`config.mk`:
```
export PLATFORM = sky130hd
export DESIGN_NAME = sync_pss_tx
export DESIGN_NICKNAME = d
export VERILOG_FILES = /design/src/rtl/sync_pkg.sv /design/src/rtl/pss_store.sv /design/src/rtl/sync_pss_tx.sv
export SDC_FILE = /design/constraint.sdc
export NUM_CORES = 2
export LEC_CHECK = 0
export CAP_MARGIN = 20
export CORE_ASPECT_RATIO = 0.6
export CORE_MARGIN = 5
export CORE_UTILIZATION = 50
export CTS_CLUSTER_DIAMETER = 80
export DETAILED_ROUTE_END_ITERATION = 10
export PLACE_DENSITY = 0.74
export SLEW_MARGIN = 20
export SYNTH_ARGS = -nofsm -noshare
export SYNTH_HDL_FRONTEND = slang
export SYNTH_SLANG_ARGS = --single-unit
```
`constraint.sdc`:
```
create_clock -name iclk -period 4.81 [get_ports iclk]
set_clock_uncertainty 0.05 [all_clocks]
set_input_delay 0.7215 -clock iclk [delete_from_list [all_inputs] [get_ports iclk]]
set_output_delay 0.7215 -clock iclk [all_outputs]
set_load 0.01 [all_outputs]
```
`src/rtl/sync_pkg.sv`:
```
// Shared types and defaults for the PSS transmit framer.
package sync_pkg;

    localparam int cPSS_MAX = 1024;
    localparam int cLEN_W   = 12;

    typedef logic [cLEN_W-1:0] len_t;

    typedef enum logic [1:0] {
        IDLE = 2'd0,
        PSS  = 2'd1,
        DATA = 2'd2
    } state_t;

endpackage

```
`src/rtl/pss_store.sv`:
```
// PSS symbol store: {I,Q} flop array filled in load order, read by symbol index.
module pss_store
    import sync_pkg::*;
#(
    parameter int pDAT_Num = cPSS_MAX,
    parameter int pADDR_W  = $clog2(pDAT_Num + 1)
) (
    input  logic               clk_i,
    input  logic               rst_n_i,
    input  logic               ival_pss_i,
    input  logic               load_en_i,
    input  logic               ipss_I_i,
    input  logic               ipss_Q_i,
    input  logic [pADDR_W-1:0] rd_addr_i,
    output logic [1:0]         rd_data_o
);

    localparam int                 cIDX_W = $clog2(pDAT_Num);
    localparam logic [pADDR_W-1:0] cDEPTH = pADDR_W'(pDAT_Num);

    logic [1:0]         mem_q [pDAT_Num];
    logic [pADDR_W-1:0] wr_cnt_q;
    logic               we;

    // Writes beyond the store depth or while a frame is in flight are dropped.
    assign we = ival_pss_i && load_en_i && (wr_cnt_q < cDEPTH);

    // Write pointer restarts at 0 whenever the load strobe drops.
    always_ff @(posedge clk_i or negedge rst_n_i) begin
        if (!rst_n_i) begin
            wr_cnt_q <= '0;
        end else if (!ival_pss_i) begin
            wr_cnt_q <= '0;
        end else if (we) begin
            wr_cnt_q <= wr_cnt_q + pADDR_W'(1);
        end
    end

    // Symbol array; cleared by reset so an unreloaded frame transmits zeros.
    always_ff @(posedge clk_i or negedge rst_n_i) begin
        if (!rst_n_i) begin
            for (int i = 0; i < pDAT_Num; i++) begin
                mem_q[i] <= 2'b00;
            end
        end else if (we) begin
            mem_q[cIDX_W'(wr_cnt_q)] <= {ipss_I_i, ipss_Q_i};
        end
    end

    assign rd_data_o = (rd_addr_i < cDEPTH) ? mem_q[cIDX_W'(rd_addr_i)] : 2'b00;

endmodule

```
`src/rtl/sync_pss_tx.sv`:
```
// Transmit framer: PSS preamble from the store, then payload symbols pulled from upstream.
module sync_pss_tx
    import sync_pkg::*;
#(
    parameter int pDAT_Num = cPSS_MAX,
    parameter int pLEN_W   = cLEN_W
) (
    input  logic              iclk,
    input  logic              ireset,
    input  logic              iena,
    input  logic [pLEN_W-1:0] corr_size,
    input  logic [pLEN_W-1:0] frame_len,
    input  logic              ival_pss,
    input  logic              ipss_I,
    input  logic              ipss_Q,
    input  logic              istart,
    input  logic              idata_val,
    input  logic              idata_I,
    input  logic              idata_Q,
    output logic              odata_rdy,
    output logic              oval,
    output logic              odata_I,
    output logic              odata_Q,
    output logic              osop,
    output logic              oeop,
    output logic              obusy,
    output logic              ounderrun
);

    localparam int                cADDR_W = $clog2(pDAT_Num + 1);
    localparam logic [pLEN_W-1:0] cCAP    = pLEN_W'(pDAT_Num);

    state_t            state_q, state_d;
    logic [pLEN_W-1:0] cnt_q, cnt_d;
    logic [pLEN_W-1:0] eff_q, eff_d;
    logic [pLEN_W-1:0] flen_q, flen_d;
    logic              oval_q, oval_d;
    logic              oi_q, oi_d;
    logic              oq_q, oq_d;
    logic              osop_q, osop_d;
    logic              oeop_q, oeop_d;
    logic              ound_q, ound_d;
    logic [pLEN_W-1:0] eff_pss;
    logic [1:0]        pss_sym;

    // A PSS longer than the store is clipped to the store depth.
    assign eff_pss = (corr_size > cCAP) ? cCAP : corr_size;

    pss_store #(
        .pDAT_Num (pDAT_Num),
        .pADDR_W  (cADDR_W)
    ) u_store (
        .clk_i      (iclk),
        .rst_n_i    (ireset),
        .ival_pss_i (ival_pss),
        .load_en_i  (state_q == IDLE),
        .ipss_I_i   (ipss_I),
        .ipss_Q_i   (ipss_Q),
        .rd_addr_i  (cADDR_W'(cnt_q)),
        .rd_data_o  (pss_sym)
    );

    // Next-state, counters and next output symbol; one symbol per iena.
    always_comb begin
        state_d   = state_q;
        cnt_d     = cnt_q;
        eff_d     = eff_q;
        flen_d    = flen_q;
        oval_d    = 1'b0;
        oi_d      = 1'b0;
        oq_d      = 1'b0;
        osop_d    = 1'b0;
        oeop_d    = 1'b0;
        ound_d    = 1'b0;
        odata_rdy = 1'b0;
        case (state_q)
            IDLE: begin
                if (istart && (eff_pss != '0 || frame_len != '0)) begin
                    state_d = (eff_pss != '0) ? PSS : DATA;
                    cnt_d   = '0;
                    eff_d   = eff_pss;
                    flen_d  = frame_len;
                end
            end
            PSS: begin
                if (iena) begin
                    oval_d       = 1'b1;
                    {oi_d, oq_d} = pss_sym;
                    osop_d       = (cnt_q == '0);
                    if (cnt_q == eff_q - pLEN_W'(1)) begin
                        cnt_d = '0;
                        if (flen_q == '0) begin
                            oeop_d  = 1'b1;
                            state_d = IDLE;
                        end else begin
                            state_d = DATA;
                        end
                    end else begin
                        cnt_d = cnt_q + pLEN_W'(1);
                    end
                end
            end
            DATA: begin
                if (iena) begin
                    odata_rdy = 1'b1;
                    oval_d    = 1'b1;
                    if (idata_val) begin
                        {oi_d, oq_d} = {idata_I, idata_Q};
                    end else begin
                        ound_d = 1'b1;
                    end
                    osop_d = (cnt_q == '0) && (eff_q == '0);
                    if (cnt_q == flen_q - pLEN_W'(1)) begin
                        oeop_d  = 1'b1;
                        cnt_d   = '0;
                        state_d = IDLE;
                    end else begin
                        cnt_d = cnt_q + pLEN_W'(1);
                    end
                end
            end
            default: state_d = IDLE;
        endcase
    end

    // State, counters, latched lengths and registered output symbol.
    always_ff @(posedge iclk or negedge ireset) begin
        if (!ireset) begin
            state_q <= IDLE;
            cnt_q   <= '0;
            eff_q   <= '0;
            flen_q  <= '0;
            oval_q  <= 1'b0;
            oi_q    <= 1'b0;
            oq_q    <= 1'b0;
            osop_q  <= 1'b0;
            oeop_q  <= 1'b0;
            ound_q  <= 1'b0;
        end else begin
            state_q <= state_d;
            cnt_q   <= cnt_d;
            eff_q   <= eff_d;
            flen_q  <= flen_d;
            oval_q  <= oval_d;
            oi_q    <= oi_d;
            oq_q    <= oq_d;
            osop_q  <= osop_d;
            oeop_q  <= oeop_d;
            ound_q  <= ound_d;
        end
    end

    assign oval      = oval_q;
    assign odata_I   = oi_q;
    assign odata_Q   = oq_q;
    assign osop      = osop_q;
    assign oeop      = oeop_q;
    assign ounderrun = ound_q;
    assign obusy     = (state_q != IDLE);

endmodule
```
Word level (Yosys, flattened, before mapping)

Index checks and enable logic that the tools add are counted.

Output and inout bits: 8
Bits of input ports: 34
Bits in registers: 2,103

Reductions and logical operators: 18
Bitwise gates (word level): 2
Order comparisons: 6
Eq/ne operators: 10
$add $sub $neg: 4
Mux-type cells: 47

Operators by type and width:

| kind                                                  | count |
|---|---|
| bitwise mux 2048 bit                                  | 1 |
| 2-to-1 mux 12 bit                                     | 6 |
| zero test 12 bit                                      | 3 |
| one-hot mux 12 bit (3 select lines)                   | 1 |
| == test 12 bit                                        | 2 |
| nonzero test 12 bit                                   | 2 |
| subtractor 12 x 1 -> 12 bit (second input constant)   | 2 |
| >= comparator 11 bit (second input constant)          | 2 |
| < comparator 11 bit (second input constant)           | 2 |
| 2-to-1 mux 11 bit                                     | 2 |
| 2-to-1 mux 2 bit                                      | 11 |
| NOT 10 -> 11 bit                                      | 2 |
| binary-select mux 2 bit (select 10 bit)               | 1 |
| demux 2 bit (select 10 bit)                           | 1 |
| 2-to-1 mux 1 bit                                      | 19 |
| adder 12 x 1 -> 12 bit (second input constant)        | 1 |
| > comparator 12 x 11 -> 1 bit (second input constant) | 1 |
| adder 11 x 1 -> 11 bit (second input constant)        | 1 |
| < comparator 11 x 1 -> 1 bit (second input constant)  | 1 |
| inequality test 2 bit (second input constant)         | 5 |
| one-hot mux 1 bit (2 select lines)                    | 4 |
| one-hot mux 2 bit (3 select lines)                    | 1 |
| logical AND 1 bit                                     | 5 |
| AND reduction 5 bit                                   | 1 |
| 10 further kinds                                      | 10 |

Longest topological paths before layout

Word-level depth: 7
Mapped depth: 14
Gate-level depth less buffers: 10

Cells and area by module

Synthesis repeated with hierarchy kept, for this count alone.

Cells, all modules: 7,726
Area, all modules: 101,561.2 µm²

By module, submodules not included:

| module      | sequential area each (µm²) | cells an instance | times used | area each (µm²) |
|---|---|---|---|---|
| pss_store   | 51,524.4                   | 7,380             | 1          | 98,579.5 |
| sync_pss_tx | 1,101.1                    | 346               | 1          | 2,981.6 |

Least setup slack after synthesis

OpenSTA, ideal clock, no wires.

Path kind: reg2reg
Start point: register cnt_q[0]
End point: register oq_q (netlist: odata_Q)
Required time: 4.614 ns
Slack: 1.352 ns
Data arrival time: 3.262 ns
Path buffers: 5
Setup time: 0.146 ns
Stages on the path, launching flop included: 14
Cells stage by stage: dfrtp_1 > buf_4 > buf_2 > buf_2 > buf_2 > buf_2 > mux2i_1 > nand2_1 > nand3_1 > a21oi_1 > a2111o_1 > nand3_1 > a22oi_1 > or4b_2

Cells in the longest elaborated chain, start to end: 7
Elaborated cells between the ends (all ways): 8
Classes of those cells: order compare: 1; mux: 6; bitwise: 1

RTL lines:

| what                                                | line               | RTL |
|---|---|---|
| from (decl)                                         | sync_pss_tx.sv:34  | `logic [pLEN_W-1:0] cnt_q, cnt_d;` |
| from (signal assigned)                              | sync_pss_tx.sv:141 | `cnt_q <= cnt_d;` |
| NOT 10 -> 11 bit (implied by the code)              | pss_store.sv:50    | `assign rd_data_o = (rd_addr_i < cDEPTH) ? mem_q[cIDX_W'(rd_addr_i)] : 2'b00;` |
| binary-select mux 2 bit (select 10 bit)             | pss_store.sv:50    |  |
| 2-to-1 mux 2 bit (implied by the code) (2 in a row) | pss_store.sv:50    |  |
| 2-to-1 mux 2 bit (*)                                | pss_store.sv:50    |  |
| 2-to-1 mux 1 bit (*)                                | sync_pss_tx.sv:86  | `if (iena) begin` |
| one-hot mux 1 bit (2 select lines) (*)              | sync_pss_tx.sv:76  | `case (state_q)` |
| net oq_d                                            | sync_pss_tx.sv:39  | `logic oq_q, oq_d;` |
| to (signal assigned)                                | sync_pss_tx.sv:146 | `oq_q <= oq_d;` |
| to (decl)                                           | sync_pss_tx.sv:39  |  |

The timed path passes the listed nets; every way through them passes the cells marked *. The select of a mux whose other input is x is not followed.
A chain may end at the register's enable or synchronous reset.

Worst setup path in the final report

Start point: register cnt_q[0]
End point: register oi_q (netlist: odata_I)

Cells in the longest elaborated chain, start to end: 7
Elaborated cells between the ends (all ways): 8
Classes of those cells: order compare: 1; mux: 6; bitwise: 1

RTL lines:

| what                                                | line               | RTL |
|---|---|---|
| NOT 10 -> 11 bit (implied by the code)              | pss_store.sv:50    |  |
| binary-select mux 2 bit (select 10 bit)             | pss_store.sv:50    |  |
| 2-to-1 mux 2 bit (implied by the code) (2 in a row) | pss_store.sv:50    |  |
| 2-to-1 mux 2 bit (*)                                | pss_store.sv:50    |  |
| 2-to-1 mux 1 bit (*)                                | sync_pss_tx.sv:86  |  |
| one-hot mux 1 bit (2 select lines) (*)              | sync_pss_tx.sv:76  |  |
| net oi_d                                            | sync_pss_tx.sv:38  | `logic oi_q, oi_d;` |
| to (signal assigned)                                | sync_pss_tx.sv:145 | `oi_q <= oi_d;` |
| to (decl)                                           | sync_pss_tx.sv:38  |  |

Marked as above.

==> impl_metrics.yaml <==
cts:
  cts-root-buf: "clkbuf_16"
  clock_latency_ps: 840
  clk_pin_slew_worst_paths_ps: 70
  cts_setup_buffers: 0
  clockBufferDepth: 4
  numCtsBuffers: 190
  htree_levels: 4
  clock_sinks: 2103
  tritoncts: "built"
floorplan:
  design.core.area_um2: 200000
  die_h_um: 358
  start_util_pct: 50.3
  rows: 127
  io-pin-count: 42
  die-area_um2: 211000
  die_x_um: 589
synth:
  synth_area_um2: 101000
  synth_top_area_cell: "dfrtp_1"
  synthArstFlopShare_pct: 100
  yosysMostFrequentCell: "dfrtp_1"
  avgSynthCellArea_um2: 13.4
  ys.flop_type: "dfrtp_1"
  synthTopCellsByCount: "2103 x dfrtp_1, 2070 x mux2_2, 728 x nor2_1"
  synth_fp_nets: 7565
  syn_inst: 7520
  ys_ff_latch: 2103
  synthDominantCellAreaShare_pct: 52.2
  ys_seq_area_share_pct: 52.2
  synth_edf_count: 0
  ys_types: 77
  yosys-top-cells-area: "dfrtp_1 52%, mux2_2 23%, mux4_2 10%"
  yosysWarningCount: 0
routing:
  drtIter0Drc: 8763
  num_vias: 68243
  dr.pass1.iters: 6
  avgRoutedWirePerCell_um: 31.3
  ant_nets: 0
  routed_wl_um: 321000
  drc: 0
  via_per_inst: 6.65
hold_path:
  worstHoldPathType: "in -> reg"
timing:
  fmaxAchievable_mhz: 211
  rsz0062_at_grt: "no"
  worstMarginPinSlew_ps: 1270
  hold_viol: 0
  tns_ps: 0
  max-slew-margin-rel_pct: 15.3
  finalSetupViolations: 0
  slew_violations: 0
  min_period_over_period_pct: 98.7
  period_minus_slack_ps: 4750
power_and_ir_drop:
  ir_drop_mv: 0.279
  cellPowerDensity_nw_per_um2: 361
  leakagePower_nw: 52.0
  fin_total_pwr_mw: 40.4
cells_and_area:
  seq_area_um2: 52600
  fin_cells: 10265
  multi_input_area_um2: 45800
  areaGrowthSynthToFinish_pct: 11.2
  fin_util_pct: 56.0
  drive_above_1_share_pct: 42.8
  fillers: 15685
  fin_nets: 7508
placed_design:
  io_buffers: 41
  dp.cells: 9913
  place.gp.congestion: 0.960
  dp_hpwl_um: 209000
grt:
  grt_use_total_pct: 30.2
  grt_pass1_wl_um: 475000
  grt_pass1_vias: 68738
  grt_overflow: 0
  grt_max_degree: 175
  antenna_found_initial: 21
flow_run:
  drv_cap: 0
run_status:
  status: "finished, final reports clean"
critical_path:
  start_kind: "register"
  cp.arrival_ps: 5430
  crit_type: "reg -> reg"
  path_max_fanout: 22
  endpoint_kind: "register"
  required_ps: 5490
per-layer routing:
metal  global-route usage, %  vias up  share of wire, %
met2                    40.4     4295                40
li1                        -    27137                 -
met5                   0.157        -             0.036
met3                    13.0      753                15
met1                    43.8    36044                41
met4                    10.0       14               3.7
power by group:
group          internal, mW  switching (mW)
combinational          2.32            4.02
clock                  8.97            6.95
sequential             17.8           0.297
total                  29.1            11.3
critical path, stage by stage (launching register included):
cell,delay [ps]
dfrtp_4,840
buf_12,290
mux4_2,520
a22oi_1,210
a21oi_1,310
buf_4,260
a2111oi_0,990
or4b_2,310
o21ai_0,220
buf_4,240
a2111o_1,330
layout make-up:
type / instances / share of cell area [%]
sequential: 2103 / 47.0
multi-input combinational: 4775 / 40.9
timing repair buffer: 371 / 3.34
inverter: 22 / 0.0793
tap: 2644 / 2.95
antenna: 13 / 0.0290
clock inverter: 61 / 0.664
clock buffer: 276 / 5.02
logic make-up after synthesis:
group | Yosys count | synth area share (%)
simple gates | 1607 | 6.67
mux | 2740 | 35.5
compound gates | 376 | 2.59
fa+ha+maj | 11 | 0.137
flops | 2103 | 52.2
xor+xnor | 41 | 0.357
buf+inv | 642 | 2.52
cells in the final DEF (no fill, tap or decap), drive strengths merged, types with 11 or more instances in the layout:
cell,n
a221oi,29
xor2,13
o21ai,61
mux2i,212
clkbuf,277
inv,23
ha,11
clkdlybuf4s50,38
or3,12
mux4,457
nor4,24
nand2b,17
xnor2,28
mux2,2071
a21oi,61
a22oi,67
buf,331
nand4,24
a31oi,14
dfrtp,2103
and2,33
nor2b,27
clkinv,41
diode,13
nor2,728
a22o,14
nand2,590
o22ai,33
nor3,26
a211oi,13
bufinv,16
nand3,72
or2,15
o221ai,13
sequential cells by signal, summed over array words and instances, names as in the netlist:
| signal | count |
|---|---|
| flen_q | 12 |
| u_store.mem_q | 2048 |
| u_store.wr_cnt_q | 11 |
| oeop | 1 |
| odata_Q | 1 |
| cnt_q | 12 |
| oval | 1 |
| odata_I | 1 |
| eff_q | 12 |
| ounderrun | 1 |
| osop | 1 |
| state_q | 2 |
metrics by stage:
stage	area, um2	worst slack (ps)	hold slack, ps
after CTS	112000	290	367
after detailed placement	106000	323	437
after floorplan	101000	1350	376
after global placement	106000	-220	431
final	112000	61.4	398
after global routing	112000	8.70	402
path summary, 6_finish.rpt:
path                       slack (ps)  cells past startpoint                              end                    startpoint
min in group asynchronous         420                      2   u_store.mem_q[301]$_DFFE_PN0P_                        ireset
setup reg to reg                   60                     10                odata_I$_DFF_PN0_          cnt_q[0]$_DFFE_PN0P_
max in group asynchronous        2560                      4  u_store.mem_q[1295]$_DFFE_PN0P_                        ireset
hold / removal                    400                      3            flen_q[8]$_DFFE_PN0P_                  frame_len[8]
setup / recovery                   60                     10                odata_I$_DFF_PN0_          cnt_q[0]$_DFFE_PN0P_
hold reg to reg                   450                      1     u_store.mem_q[2]$_DFFE_PN0P_  u_store.mem_q[2]$_DFFE_PN0P_
what timing repair did:
item | CTS | global route
hold buffers | 1 | 0
resized for setup | 0 | 1
setup endpoints to repair | 0 | 1
hold endpoints to repair | 67 | 0
(Power assumes the default switching activity.)
